## config.mk

```make
export PLATFORM = sky130hd
export DESIGN_NAME = cbus_arbiter_flat
export DESIGN_NICKNAME = d
export VERILOG_FILES = /design/src/rtl/cbus_pkg.sv /design/src/rtl/cbus_arbiter_if.sv /design/src/rtl/cbus_arbiter.sv /design/src/flat_wrapper.sv
export SDC_FILE = /design/constraint.sdc
export NUM_CORES = 1
export LEC_CHECK = 0
export ABC_AREA = 1
export CORE_AREA = 5 5 128 130
export CTS_CLUSTER_DIAMETER = 150
export DETAILED_ROUTE_END_ITERATION = 6
export DIE_AREA = 0 0 133 135
export PLACE_DENSITY_LB_ADDON = 0.2
export SLEW_MARGIN = 30
export SYNTH_ARGS = -nofsm -noshare
export SYNTH_HDL_FRONTEND = slang
export SYNTH_SLANG_ARGS = --single-unit
```

## constraint.sdc

```tcl
create_clock -name clk -period 3.6 [get_ports clk]
set_clock_uncertainty 0.05 [all_clocks]
set_input_delay 0.9 -clock clk [delete_from_list [all_inputs] [get_ports clk]]
set_output_delay 0.9 -clock clk [all_outputs]
set_load 0.05 [all_outputs]
```

## src/rtl/cbus_pkg.sv

```systemverilog
// Cache-bus request/response types shared by the caches, the arbiter and the AXI bridge.
package cbus_pkg;

    typedef struct packed {
        logic        valid;
        logic        is_write;
        logic [2:0]  size;
        logic [31:0] addr;
        logic [3:0]  strobe;
        logic [31:0] data;
        logic [3:0]  len;
    } cbus_req_t;

    typedef struct packed {
        logic        ready;
        logic        last;
        logic [31:0] data;
    } cbus_resp_t;

endpackage

```

## src/rtl/cbus_arbiter_if.sv

```systemverilog
// Bundle of the two cache ports and the memory-bridge port around cbus_arbiter.
interface cbus_arbiter_if;
    import cbus_pkg::*;

    cbus_req_t  icreq;
    cbus_req_t  dcreq;
    cbus_resp_t icresp;
    cbus_resp_t dcresp;
    cbus_req_t  oreq;
    cbus_resp_t oresp;

    // master: the surrounding caches and bridge; slave: the arbiter itself
    modport master (
        output icreq, dcreq, oresp,
        input  icresp, dcresp, oreq
    );

    modport slave (
        input  icreq, dcreq, oresp,
        output icresp, dcresp, oreq
    );

endinterface

```

## src/rtl/cbus_arbiter.sv

```systemverilog
// Round-robin two-master arbiter granting whole bursts to one memory bridge,
// with a sticky protocol-error flag for beat-count mismatches and stray responses.
module cbus_arbiter
    import cbus_pkg::*;
(
    input  logic          clk,
    input  logic          reset,
    cbus_arbiter_if.slave bus,
    output logic          protocol_err
);

    typedef enum logic [0:0] {
        ST_IDLE = 1'b0,
        ST_BUSY = 1'b1
    } state_t;

    state_t     state_r;
    logic       owner_r;
    logic       last_owner_r;
    logic [4:0] beat_cnt_r;
    logic [3:0] len_q_r;
    logic       protocol_err_r;

    logic       grant_vld_s;
    logic       grant_d_s;
    logic       at_len_s;

    // Winner selection: a tie goes to whichever master did not own the previous burst
    always_comb begin
        grant_vld_s = bus.icreq.valid | bus.dcreq.valid;
        at_len_s    = (beat_cnt_r == {1'b0, len_q_r});
        if (bus.icreq.valid && bus.dcreq.valid) begin
            grant_d_s = ~last_owner_r;
        end else if (bus.dcreq.valid) begin
            grant_d_s = 1'b1;
        end else begin
            grant_d_s = 1'b0;
        end
    end

    // Combinational passthrough of the owner's request and the bridge response
    always_comb begin
        bus.oreq   = '0;
        bus.icresp = '0;
        bus.dcresp = '0;
        if (state_r == ST_BUSY) begin
            if (owner_r) begin
                bus.oreq   = bus.dcreq;
                bus.dcresp = bus.oresp;
            end else begin
                bus.oreq   = bus.icreq;
                bus.icresp = bus.oresp;
            end
        end else begin
            bus.oreq   = '0;
            bus.icresp = '0;
            bus.dcresp = '0;
        end
    end

    // Arbitration FSM, beat counting and sticky error flag
    always_ff @(posedge clk) begin
        if (reset) begin
            state_r        <= ST_IDLE;
            owner_r        <= 1'b0;
            last_owner_r   <= 1'b1;
            beat_cnt_r     <= 5'd0;
            len_q_r        <= 4'd0;
            protocol_err_r <= 1'b0;
        end else begin
            case (state_r)
                ST_IDLE: begin
                    if (bus.oresp.ready || bus.oresp.last) begin
                        protocol_err_r <= 1'b1;
                    end
                    if (grant_vld_s) begin
                        owner_r    <= grant_d_s;
                        len_q_r    <= grant_d_s ? bus.dcreq.len : bus.icreq.len;
                        beat_cnt_r <= 5'd0;
                        state_r    <= ST_BUSY;
                    end
                end
                ST_BUSY: begin
                    if (bus.oresp.ready) begin
                        // saturate so a runaway overrun cannot wrap back onto len_q
                        if (beat_cnt_r != 5'd31) begin
                            beat_cnt_r <= beat_cnt_r + 5'd1;
                        end
                        if (bus.oresp.last) begin
                            if (!at_len_s) begin
                                protocol_err_r <= 1'b1;
                            end
                            last_owner_r <= owner_r;
                            state_r      <= ST_IDLE;
                        end else if (at_len_s) begin
                            protocol_err_r <= 1'b1;
                        end
                    end
                end
                default: begin
                    state_r <= ST_IDLE;
                end
            endcase
        end
    end

    assign protocol_err = protocol_err_r;

endmodule
```

## src/flat_wrapper.sv

```systemverilog
// flat-port wrapper written by rule: the top's interface ports become plain ports
module cbus_arbiter_flat import cbus_pkg::*;
  (clk, reset, protocol_err, bus_icreq, bus_dcreq, bus_oresp, bus_icresp, bus_dcresp, bus_oreq);
  cbus_arbiter_if bus_i ();
  input  logic clk;
  input  logic reset;
  output logic protocol_err;
  input wire logic [$bits(bus_i.icreq)-1:0] bus_icreq;
  input wire logic [$bits(bus_i.dcreq)-1:0] bus_dcreq;
  input wire logic [$bits(bus_i.oresp)-1:0] bus_oresp;
  output wire logic [$bits(bus_i.icresp)-1:0] bus_icresp;
  output wire logic [$bits(bus_i.dcresp)-1:0] bus_dcresp;
  output wire logic [$bits(bus_i.oreq)-1:0] bus_oreq;
  assign bus_i.icreq = bus_icreq;
  assign bus_i.dcreq = bus_dcreq;
  assign bus_i.oresp = bus_oresp;
  assign bus_icresp = bus_i.icresp;
  assign bus_dcresp = bus_i.dcresp;
  assign bus_oreq = bus_i.oreq;
  cbus_arbiter u_core (.clk(clk), .reset(reset), .bus(bus_i), .protocol_err(protocol_err));
endmodule
```

== Yosys cells after proc, flatten, opt, wreduce, memory -nomap -nowiden ==
Cells that the tools add are included.
Cells by class
  add/subtract/negate cells: 1
  equality and inequality tests: 8
  bitwise gates (word level): 3
  mux-type cells: 23
  reductions and logical operators: 6
Operator list (count)
  2-to-1 mux 77 bit: 2
  2-to-1 mux 34 bit: 4
  2-to-1 mux 5 bit: 3
  2-to-1 mux 1 bit: 10
  case mux 5 bit (2 select lines): 1
  inequality test 3 bit, second input constant: 2
  AND reduction 3 bit: 2
  adder 5 x 1 -> 5 bit, second input constant: 1
  equality test 5 x 4 -> 1 bit: 1
  inequality test 5 bit, second input constant: 1
  2-to-1 mux 4 bit: 1
  inequality test 2 x 1 -> 1 bit, second input constant: 2
  inequality test 2 bit, second input constant: 2
  case mux 1 bit (2 select lines): 2
  AND reduction 4 bit: 1
  inverter 1 bit: 2
  AND reduction 2 bit: 1
  logical AND 1 bit: 1
  logical OR 1 bit: 1
  OR 1 bit: 1
Word-level totals
  register bits: 13
  word-level logic and storage cells: 47
  input bits: 190
  output and inout bits: 146

== Longest topological paths before layout ==
  word-level depth: 5
  gate-level depth with buffers: 10
  gate-level depth less buffers: 10

== Worst setup path after synthesis ==
Ideal clock, no wire load.
  path type: input -> output
  from: input port bus_icreq[2]
  to: output port bus_oreq[2]
  buffers on the path: 0
  cell stages on the path: 2
  path slack: 0.621 ns
  arrival: 2.029 ns
  required time: 2.650 ns
  path through: inv_1 > o21ai_0
On the way
  cells in the longest elaborated chain, start to end: 2
Ends and longest elaborated chain
  start: declaration: RTL line flat_wrapper.sv:8  | input wire logic [$bits(bus_i.icreq)-1:0] bus_icreq;
  2-to-1 mux 77 bit: RTL line cbus_arbiter.sv:47  | if (owner_r) begin
  2-to-1 mux 77 bit: RTL line cbus_arbiter.sv:46  | if (state_r == ST_BUSY) begin
  end: declaration: RTL line flat_wrapper.sv:13  | output wire logic [$bits(bus_i.oreq)-1:0] bus_oreq;
Every way passes these cells.

== Worst setup path after layout ==
  from: register u_core.state_r
  to: output port bus_oreq[2]
On the way
  cells in the longest elaborated chain, start to end: 1
Ends and longest elaborated chain
  start: declaration: RTL line cbus_arbiter.sv:17  | state_t state_r;
  start signal: assignment: RTL line cbus_arbiter.sv:64  | state_r <= ST_IDLE;
  start signal: assignment: RTL line cbus_arbiter.sv:80  | state_r <= ST_BUSY;
  start signal: assignment: RTL line cbus_arbiter.sv:94  | state_r <= ST_IDLE;
  2-to-1 mux 77 bit: RTL line cbus_arbiter.sv:46
Every way passes these cells.

==> impl_metrics.toml <==
[flow_run]
cap_violations = 0

[grt]
grt_pass1_vias = 3709
grt_max_degree = 63
overflow = 0
grt_use_total_pct = 16.3
antenna_found_initial = 3
grt_pass1_wl_mm = 23.1

[worst_setup_path]
max_stage_delay_ns = 0.54
crit_family = "buffers and inverters"
start_kind = "flip-flop"
worstSetupPathType = "reg -> out"
worstPathArrival_ns = 2.30
path_cells = "buf_4, nand2_2, o21ai_0, buf_12"
worstPathRequired_ns = 2.65
critPathSlowestCell = "nand2_2"
worst_setup_path_end_kind = "primary output"
crit_path_max_fanout = 56
critPathBufInv = 2

[drt]
ant_nets = 0
drc = 0
first_iter_violations = 194
vias = 3919
avgRoutedWirePerCell_um = 16.5
wl_mm = 16.0
dr.pass1.iters = 4
vias_per_cell = 4.05

[timing]
final_hold_viol_count = 0
fmax_mhz = 308
slew_headroom_pct = 54.9
finalSetupTns_ns = 0
rsz0062_at_grt = "no"
fin_crit_sh_pct = 90.3
tightest_slew_ns = 0.674
finalCriticalPeriod_ns = 3.25
setup_viol = 0
drv_slew = 0
fin_ws_ns = 0.350

[final_layout]
layout.area.seq_um2 = 262
antenna-diode-count = 0
syn2layout_area_growth_pct = 213
multi_input_area_um2 = 1570
nets = 972
fill_cells = 1488
drive_above_1_share_pct = 20.5

[hold_path]
hp-class = "reg -> reg"

[place]
hpwlAfterDp_mm = 13.3
dp_slack_ns = 0.551
port_buffers = 335
gp_congestion = 0.829

[cts]
tritoncts = "built"
clk_pin_slew_ns = 0.05
ctsHoldBuffers = 0
numCtsBuffers = 3
clock_path_buffers = 2
cts_post_setup_buffers_inserted = 0
clk_latency_ns = 0.24
clock-sinks = 13
cts_root_buffer = "clkbuf_16"
cts_resized = 0
htree_levels = 1

[floorplan]
start_util_pct = 14.5
die-area_um2 = 18000
ios = 336
die_w_um = 133
core_um2 = 15000
die_y_um = 135
rows = 45

[power]
power_leakage_nw = 3.20
power_mw = 1.59
power.density_nw_per_um2 = 234
ir_drop_mv = 0.248

[synthesis]
yosys_warnings = 0
syn-num-nets = 658
synth-seq-cells = 13
syn_avg_cell_area_um2 = 4.67
seq_area_frac_synth_pct = 12.0
syn_area_um2 = 2180
syn_inst = 466
netlist-cell-type-count = 22

[status]
status = "finished clean"
report_power, final:
part	leakage (nW)	switching, mW	internal (mW)
registers	0.107	0.00562	0.153
clock network	0.0382	0.0632	0.150
logic	3.06	0.643	0.578
Yosys cell counts:
cell	instances	area [µm²]
buf_2	21	105
nor2_1	80	300
nand3_1	80	400
dfxtp_1	13	260
nand2_1	173	649
clkinv_1	1	3.75
inv_1	52	195
o32ai_1	4	35.0
inv_2	1	3.75
buf_1	3	11.3
o21bai_1	1	7.51
ha_1	2	25.0
o21ai_0	6	30.0
clkbuf_1	6	22.5
buf_4	1	7.51
nand4_1	1	6.26
nor3_1	7	35.0
or2_1	1	6.26
o22ai_1	1	6.26
nor2_2	1	6.26
nand2_2	3	18.8
a21oi_1	8	40.0
registers in the layout, indices dropped and copies added (netlist names):
register / cells
u_core.owner_r: 1
u_core.state_r: 1
u_core.protocol_err: 1
u_core.len_q_r: 4
u_core.last_owner_r: 1
u_core.beat_cnt_r: 5
per-stage QoR:
stage / cell area (µm²) / hold WS, ns / util, % / cells
floorplan: 2180 / 0.400 / - / 466
global placement: 6730 / 0.395 / 44.8 / 963
detailed placement: 6730 / 0.400 / 44.8 / 963
CTS: 6810 / 0.407 / 45.3 / 967
global route: 6810 / 0.438 / 45.3 / 967
finish: 6810 / 0.409 / 45.3 / 967
cells by family (layout without fill, tap and decap cells):
| group | count (synthesis) | after routing | synth area share [%] |
|---|---|---|---|
| buffers and inverters | 85 | 398 | 16.0 |
| adder cells (fa/ha/maj) | 2 | 2 | 1.15 |
| AO/OA/AOI/OAI | 20 | 20 | 5.46 |
| flip-flops | 13 | 13 | 12.0 |
| AND/OR/NAND/NOR | 346 | 346 | 65.4 |
path summary, 6_finish.rpt:
kind                                     startpoint                   to  slack (ns)  cells after the start
worst max-delay path                 u_core.state_r          bus_oreq[2]        0.35                      4
worst min-delay path            u_core.protocol_err  u_core.protocol_err        0.41                      2
worst max register to register       u_core.state_r  u_core.last_owner_r        1.42                      6
worst min register to register  u_core.protocol_err  u_core.protocol_err        0.41                      2
routing by layer:
layer	up-vias	share of wire, %	GRT usage, %	routed length, µm
li1	2061	-	-	-
met1	1682	38	18.6	6030
met2	151	52	30.1	8380
met3	21	7.9	4.62	1270
met4	4	1.8	3.41	282
met5	-	0.17	0	27
area by class of cell:
type	count	share of cell area, %
Clock buffer	4	1.16
Multi-Input combinational cell	368	23.0
Tap cell	188	3.45
Timing Repair Buffer	340	65.6
Sequential cell	13	3.84
Inverter	54	2.98
placed cells by master, fill, tap and decap left out, drive strengths merged:
cell type / synthesis / final
a21oi: 8 / 8
or2: 1 / 1
inv: 53 / 54
clkdlybuf4s50: 0 / 190
nand3: 80 / 80
o32ai: 4 / 4
buf: 25 / 150
nor2: 81 / 81
nor3: 7 / 7
o21ai: 6 / 6
o22ai: 1 / 1
nand4: 1 / 1
nand2: 176 / 176
clkbuf: 6 / 4
o21bai: 1 / 1
ha: 2 / 2
dfxtp: 13 / 13
worst register-to-register path: stages (launching register included):
cell and delay (ns):
dfxtp_2 0.33, buf_4 0.47, nand2_2 0.54, nor2_1 0.43, nand2_1 0.07, o21ai_0 0.10
nand2_1 0.07
Power figures use the tool's default switching activity.
